[src/rtl/pea_pkg.sv]
// rtl/pea_pkg.sv - shared types and constants for the streaming PE array
package pea_pkg;

    localparam int PEA_CNT_W = 16;

    typedef enum logic [1:0] {
        S_IDLE,
        S_RUN,
        S_DRAIN,
        S_DONE
    } s_ctrl_state_t;

endpackage

[src/rtl/s_stream_cnt.sv]
// rtl/s_stream_cnt.sv - clearable, enable-gated up-counter with terminal-count flag
module s_stream_cnt #(
    parameter int W = 16
) (
    input  logic         clk_i,
    input  logic         rst_i,
    input  logic         clr_i,
    input  logic         en_i,
    input  logic [W-1:0] limit_i,
    output logic [W-1:0] cnt_o,
    output logic         last_o
);

    always_ff @(posedge clk_i) begin
        if (rst_i) begin
            cnt_o <= '0;
        end else if (clr_i) begin
            cnt_o <= '0;
        end else if (en_i && (cnt_o != '1)) begin
            cnt_o <= cnt_o + 1'b1;
        end
    end

    // Asserted while the next increment would reach the limit.
    assign last_o = (limit_i != '0) && (cnt_o == limit_i - 1'b1);

endmodule

[src/rtl/s_pea_stream_ctrl.sv]
// rtl/s_pea_stream_ctrl.sv - kernel sequencer driving the global PEA advance and done signals
module s_pea_stream_ctrl
    import pea_pkg::*;
#(
    parameter int N_IN_STREAMS  = 4,
    parameter int N_OUT_STREAMS = 4,
    parameter int CNT_W         = PEA_CNT_W
) (
    input  logic                     clk_i,
    input  logic                     rst_i,
    input  logic                     start_i,
    input  logic                     abort_i,
    input  logic [CNT_W-1:0]         n_inputs_i,
    input  logic [CNT_W-1:0]         n_outputs_i,
    input  logic [15:0]              acc_len_i,
    input  logic [N_IN_STREAMS-1:0]  in_mask_i,
    input  logic [N_OUT_STREAMS-1:0] out_mask_i,
    input  logic [N_IN_STREAMS-1:0]  in_valid_i,
    output logic [N_IN_STREAMS-1:0]  in_ready_o,
    input  logic [N_OUT_STREAMS-1:0] pe_valid_i,
    output logic [N_OUT_STREAMS-1:0] out_valid_o,
    input  logic [N_OUT_STREAMS-1:0] out_ready_i,
    output logic                     pea_ready_o,
    output logic [15:0]              reg_acc_value_o,
    output logic                     mage_done_o,
    output logic                     busy_o,
    output logic [CNT_W-1:0]         out_count_o
);

    s_ctrl_state_t state_q, state_d;

    logic [CNT_W-1:0]         n_in_q, n_out_q;
    logic [15:0]              acc_q;
    logic [N_IN_STREAMS-1:0]  in_mask_q;
    logic [N_OUT_STREAMS-1:0] out_mask_q;

    logic             cfg_load, in_en, out_en;
    logic             in_last, out_last, in_exhausted;
    logic             in_ok, out_ok, out_all;
    logic [CNT_W-1:0] in_cnt, out_cnt;

    assign in_ok   = &(in_valid_i | ~in_mask_q);
    assign out_ok  = &(out_ready_i | ~out_mask_q);
    assign out_all = ((pe_valid_i & out_mask_q) == out_mask_q);
    // Also true on the first RUN cycle of a kernel with zero inputs.
    assign in_exhausted = (in_cnt == n_in_q);

    always_ff @(posedge clk_i) begin
        if (rst_i) begin
            state_q    <= S_IDLE;
            n_in_q     <= '0;
            n_out_q    <= '0;
            acc_q      <= '0;
            in_mask_q  <= '0;
            out_mask_q <= '0;
        end else begin
            state_q <= state_d;
            if (cfg_load) begin
                n_in_q     <= n_inputs_i;
                n_out_q    <= n_outputs_i;
                acc_q      <= acc_len_i;
                in_mask_q  <= in_mask_i;
                out_mask_q <= out_mask_i;
            end
        end
    end

    always_comb begin
        state_d     = state_q;
        pea_ready_o = 1'b0;
        in_ready_o  = '0;
        out_valid_o = '0;
        mage_done_o = 1'b0;
        cfg_load    = 1'b0;
        in_en       = 1'b0;
        out_en      = 1'b0;
        unique case (state_q)
            S_IDLE: begin
                if (start_i) begin
                    cfg_load = 1'b1;
                    state_d  = (n_outputs_i == '0) ? S_DONE : S_RUN;
                end
            end
            S_RUN, S_DRAIN: begin
                if (abort_i) begin
                    state_d = S_DONE;
                end else begin
                    if ((state_q == S_RUN) && !in_exhausted) begin
                        pea_ready_o = in_ok & out_ok;
                        in_en       = pea_ready_o;
                        in_ready_o  = pea_ready_o ? in_mask_q : '0;
                        if (in_en && in_last) state_d = S_DRAIN;
                    end else begin
                        pea_ready_o = out_ok;
                        state_d     = S_DRAIN;
                    end
                    out_valid_o = pea_ready_o ? (pe_valid_i & out_mask_q) : '0;
                    out_en      = pea_ready_o & out_all;
                    // Output completion wins over any inputs still pending.
                    if (out_en && out_last) state_d = S_DONE;
                end
            end
            S_DONE: begin
                mage_done_o = 1'b1;
                state_d     = S_IDLE;
            end
            default: state_d = S_IDLE;
        endcase
    end

    s_stream_cnt #(.W(CNT_W)) u_in_cnt (
        .clk_i   (clk_i),
        .rst_i   (rst_i),
        .clr_i   (cfg_load),
        .en_i    (in_en),
        .limit_i (n_in_q),
        .cnt_o   (in_cnt),
        .last_o  (in_last)
    );

    s_stream_cnt #(.W(CNT_W)) u_out_cnt (
        .clk_i   (clk_i),
        .rst_i   (rst_i),
        .clr_i   (cfg_load),
        .en_i    (out_en),
        .limit_i (n_out_q),
        .cnt_o   (out_cnt),
        .last_o  (out_last)
    );

    assign busy_o          = (state_q != S_IDLE);
    assign out_count_o     = out_cnt;
    assign reg_acc_value_o = acc_q;

endmodule

[config.mk]
export PLATFORM = sky130hd
export DESIGN_NAME = s_pea_stream_ctrl
export DESIGN_NICKNAME = d
export VERILOG_FILES = /design/src/rtl/pea_pkg.sv /design/src/rtl/s_stream_cnt.sv /design/src/rtl/s_pea_stream_ctrl.sv
export SDC_FILE = /design/constraint.sdc
export NUM_CORES = 1
export LEC_CHECK = 0
export CORE_MARGIN = 5
export CORE_UTILIZATION = 46
export DETAILED_ROUTE_END_ITERATION = 8
export PLACE_DENSITY = 0.86
export SYNTH_ARGS = -nofsm -noshare
export SYNTH_HDL_FRONTEND = slang
export SYNTH_SLANG_ARGS = --single-unit
export TNS_END_PERCENT = 100
[constraint.sdc]
create_clock -name clk_i -period 2.5 [get_ports clk_i]
set_clock_uncertainty 0.2 [all_clocks]
set_input_delay 0.25 -clock clk_i [delete_from_list [all_inputs] [get_ports clk_i]]
set_output_delay 0.25 -clock clk_i [all_outputs]
set_load 0.02 [all_outputs]
==> results_dict.tcl <==
set metrics [dict create \
    power_frac_clock 0.157 \
    worst_path_max_delay_cell "dfxtp_1" \
    drv_cap 0 \
    slew_violations 0 \
    io_buffers 114 \
    p_int_w 0.003624 \
    finalInstanceArea_um2 7644 \
    critPathLaunch "u_in_cnt.cnt_o[4]$_SDFFE_PP0P_" \
    setup_tns_ns -5.334 \
    setup.worst_path.start_class "register" \
    r2r_setup_slack_ns -0.37 \
    async_flop_share 0 \
    synth_nets 730 \
    antenna_cells 0 \
    ant_nets 0 \
    peakVddDrop_mv 0.5146 \
    dr.pass1.iters 6 \
    cts_tree "yes" \
    grt_setup_unrepaired "yes" \
    cp_top_family "simple AND/OR/NAND/NOR gates" \
    wl_per_cell_um 17.34 \
    drive_above_1_share 0.2575 \
    crit_end "out_valid_o[1]" \
    finalNetCount 936 \
    p_comb_frac 0.548 \
    syn_to_final_growth_pct 51.74 \
    clock_sinks 90 \
    synth_cell_types 56 \
    path_buf_inv 2 \
    crit_type "register to output pin" \
    hp-class "input port to register" \
    violations "negative setup slack" \
    power_density_nw_per_um2 796.1 \
    min_period_ns 2.879 \
    grt.total_usage 0.2452 \
    avgSynthCellArea_um2 7.738 \
    r2r-end "state_q[0]$_SDFFE_PP0P_" \
    drc_errors 0 \
    rr_worst_depth 9 \
    start_util 0.4667 \
    setup_viol 31 \
    worstPathCellList "xnor2_1 > nor2b_1 > nand4_1 > o211ai_1 > and3_4 > buf_6 > and3_4 > buf_6" \
    ys_ff_latch 90 \
    path_max_fanout 4 \
    htree_levels 3 \
    clock_latency_ns 0.38 \
    crit_required_ns 2.05 \
    grt_remaining_overflow 0 \
    cts.path.max_buffers 2 \
    slew_headroom 0.6692 \
    cts_root_buf "clkbuf_8" \
    synth_area_um2 5037 \
    worst_pin_slew_ns 0.4916 \
    gp_congestion 0.9260 \
    avgViaCountPerCell 5.646 \
    synth-edff-count 0 \
    dp_hpwl_mm 11.68 \
    wl_mm 17.37 \
    min_period_over_period 1.152 \
    leakage_nw 2.889 \
    critPathCaptureType "output pin" \
    core_um2 10790 \
    ctsHoldBuffers 0 \
    ys.flop_type "dfxtp_1" \
    power_frac_seq 0.296 \
    grt_pass1_vias 5551 \
    fin_ws_ns -0.3788 \
    dieHeight_um 114.6 \
    cp.arrival_ns 2.43 \
    syn_inst 651 \
    switching_share 0.4045 \
    status "finished, violations left" \
    die_w_um 114.6 \
    worst-path-stages 8 \
    dieArea_um2 13140 \
    r2r-start "n_in_q[2]$_SDFFE_PP0P_" \
    max_freq_ghz 0.3474 \
    cts_made_buffers 9 \
    antenna_found_initial 0 \
    finalHoldViolations 0 \
    rows 38 \
    ys_warn_count 0 \
    grt_max_degree 57 \
    dpl-instance-area_um2 6974 \
    grt_pass1_wl_mm 25.99 \
    critPathMaxStageDelay_ns 0.36 \
    vias 5657 \
    ys_seq_area_frac 0.3577 \
    ios 115 \
    power_switching_w 0.002461 \
    cts.clk_slew.worst_paths_ns 0.09 \
    drt_iter0_drc 430 \
]
-- power groups by stage --
stage / registers (W) / clock network (W) / logic, W
floorplan: 0.00187 / 0 / 0.00162
global placement: 0.00180 / 0 / 0.00275
detailed placement: 0.00181 / 0 / 0.00282
CTS: 0.00179 / 0.000963 / 0.00305
global route: 0.00182 / 0.00102 / 0.00356
finish: 0.00180 / 0.000953 / 0.00333
-- registers in the layout, summed over array words and instances (netlist names) --
register and cells:
out_mask_q 4, u_out_cnt.cnt_o 16, state_q 2, in_mask_q 4
n_out_q 16, reg_acc_value_o 16, n_in_q 16, u_in_cnt.cnt_o 16
-- worst reg2reg max path: stages (launching register included) --
cell	delay, ns
dfxtp_4	0.37
buf_4	0.14
or4_4	0.55
nor2_1	0.24
xor2_1	0.12
o221ai_1	0.24
a22oi_1	0.15
o41ai_4	0.48
a2bb2oi_1	0.20
nor3_1	0.07
-- area by class of cell --
class	instances	area [um^2]
Inverter	16	60.06
Multi-Input combinational cell	511	3336
Sequential cell	90	1831
Tap cell	140	175.2
Fill cell	780	3149
Clock inverter	3	23.77
Clock buffer	13	158.9
Timing Repair Buffer	229	2059
-- worst min-delay path by stage --
| stage | startpoint | cells after the start | endpoint | slack (ns) |
|---|---|---|---|---|
| after floorplan | in_mask_i[0] | 2 | in_mask_q[0]$_SDFFE_PP0P_ | 0.19 |
| after global placement | reg_acc_value_o[7]$_SDFFE_PP0P_ | 2 | reg_acc_value_o[7]$_SDFFE_PP0P_ | 0.24 |
| after detailed placement | reg_acc_value_o[4]$_SDFFE_PP0P_ | 2 | reg_acc_value_o[4]$_SDFFE_PP0P_ | 0.25 |
| after CTS | rst_i | 3 | n_in_q[15]$_SDFFE_PP0P_ | 0.14 |
| after global routing | rst_i | 3 | reg_acc_value_o[12]$_SDFFE_PP0P_ | 0.18 |
| final | rst_i | 3 | reg_acc_value_o[7]$_SDFFE_PP0P_ | 0.15 |
-- cell usage in the layout (no fill, tap or decap), types with 5 or more instances in the layout --
| cell type | n |
|---|---|
| nand2b_1 | 13 |
| dfxtp_1 | 75 |
| inv_1 | 16 |
| or3_1 | 12 |
| a21oi_2 | 7 |
| nand2_1 | 133 |
| nand3_1 | 17 |
| clkbuf_8 | 11 |
| dfxtp_2 | 11 |
| ha_1 | 7 |
| nor3_1 | 12 |
| buf_4 | 108 |
| xnor2_1 | 30 |
| nor2_1 | 37 |
| or3_4 | 8 |
| nor4_1 | 9 |
| nor3_2 | 6 |
| o21ai_0 | 14 |
| xor2_1 | 27 |
| a21oi_1 | 66 |
| nand4_1 | 21 |
| xor2_2 | 5 |
| buf_6 | 12 |
| and3_1 | 6 |
| clkdlybuf4s50_1 | 104 |
-- cell usage after synthesis, drive strengths merged (7+ instances only) --
cell type  number  share of area
nor2           37          0.028
dfxtp          90           0.36
nand3          20          0.020
inv            16          0.012
ha              7          0.017
o21ai          20          0.020
nor3           20          0.022
nor4           13          0.022
and3           11          0.014
clkbuf         22          0.016
xor2           32          0.056
nand2b         13          0.016
nand4          21          0.026
xnor2          34          0.059
a21oi          73          0.073
buf            13          0.015
nand2         136           0.10
or3            19          0.024
-- stage by stage --
step / total power (W) / cells / worst slack [ns] / util / hold slack [ns]
floorplan: 0.003486 / 651 / 0.01225 / - / 0.1860
global placement: 0.004548 / 971 / -0.4140 / 0.6462 / 0.2414
detailed placement: 0.004631 / 971 / -0.4964 / 0.6462 / 0.2485
CTS: 0.005799 / 999 / -0.1879 / 0.6786 / 0.1443
global route: 0.006401 / 1002 / -0.4863 / 0.7082 / 0.1799
finish: 0.006085 / 1002 / -0.3788 / 0.7082 / 0.1524
-- routing by layer --
metal,up-vias,share of wire,track usage
li1,2673,-,-
met1,2676,0.39,0.2813
met2,250,0.50,0.4125
met3,58,0.069,0.06448
met4,0,0.045,0.1362
met5,-,0,0
-- logic make-up after synthesis --
| logic type | after synthesis | synth area share |
|---|---|---|
| mux | 3 | 0.006210 |
| flops | 90 | 0.3577 |
| fa+ha+maj | 7 | 0.01739 |
| xor+xnor | 66 | 0.1148 |
| buf+inv | 51 | 0.04322 |
| simple gates | 315 | 0.3182 |
| compound gates | 119 | 0.1426 |
-- what timing repair did --
item | CTS | global route
setup endpoints to repair | 31 | 40
setup buffers | 11 | 5
cloned | 1 | 1
gates resized for setup | 71 | 72
pin swaps | 12 | 15
Note: power is estimated with default switching activity, not from simulation.
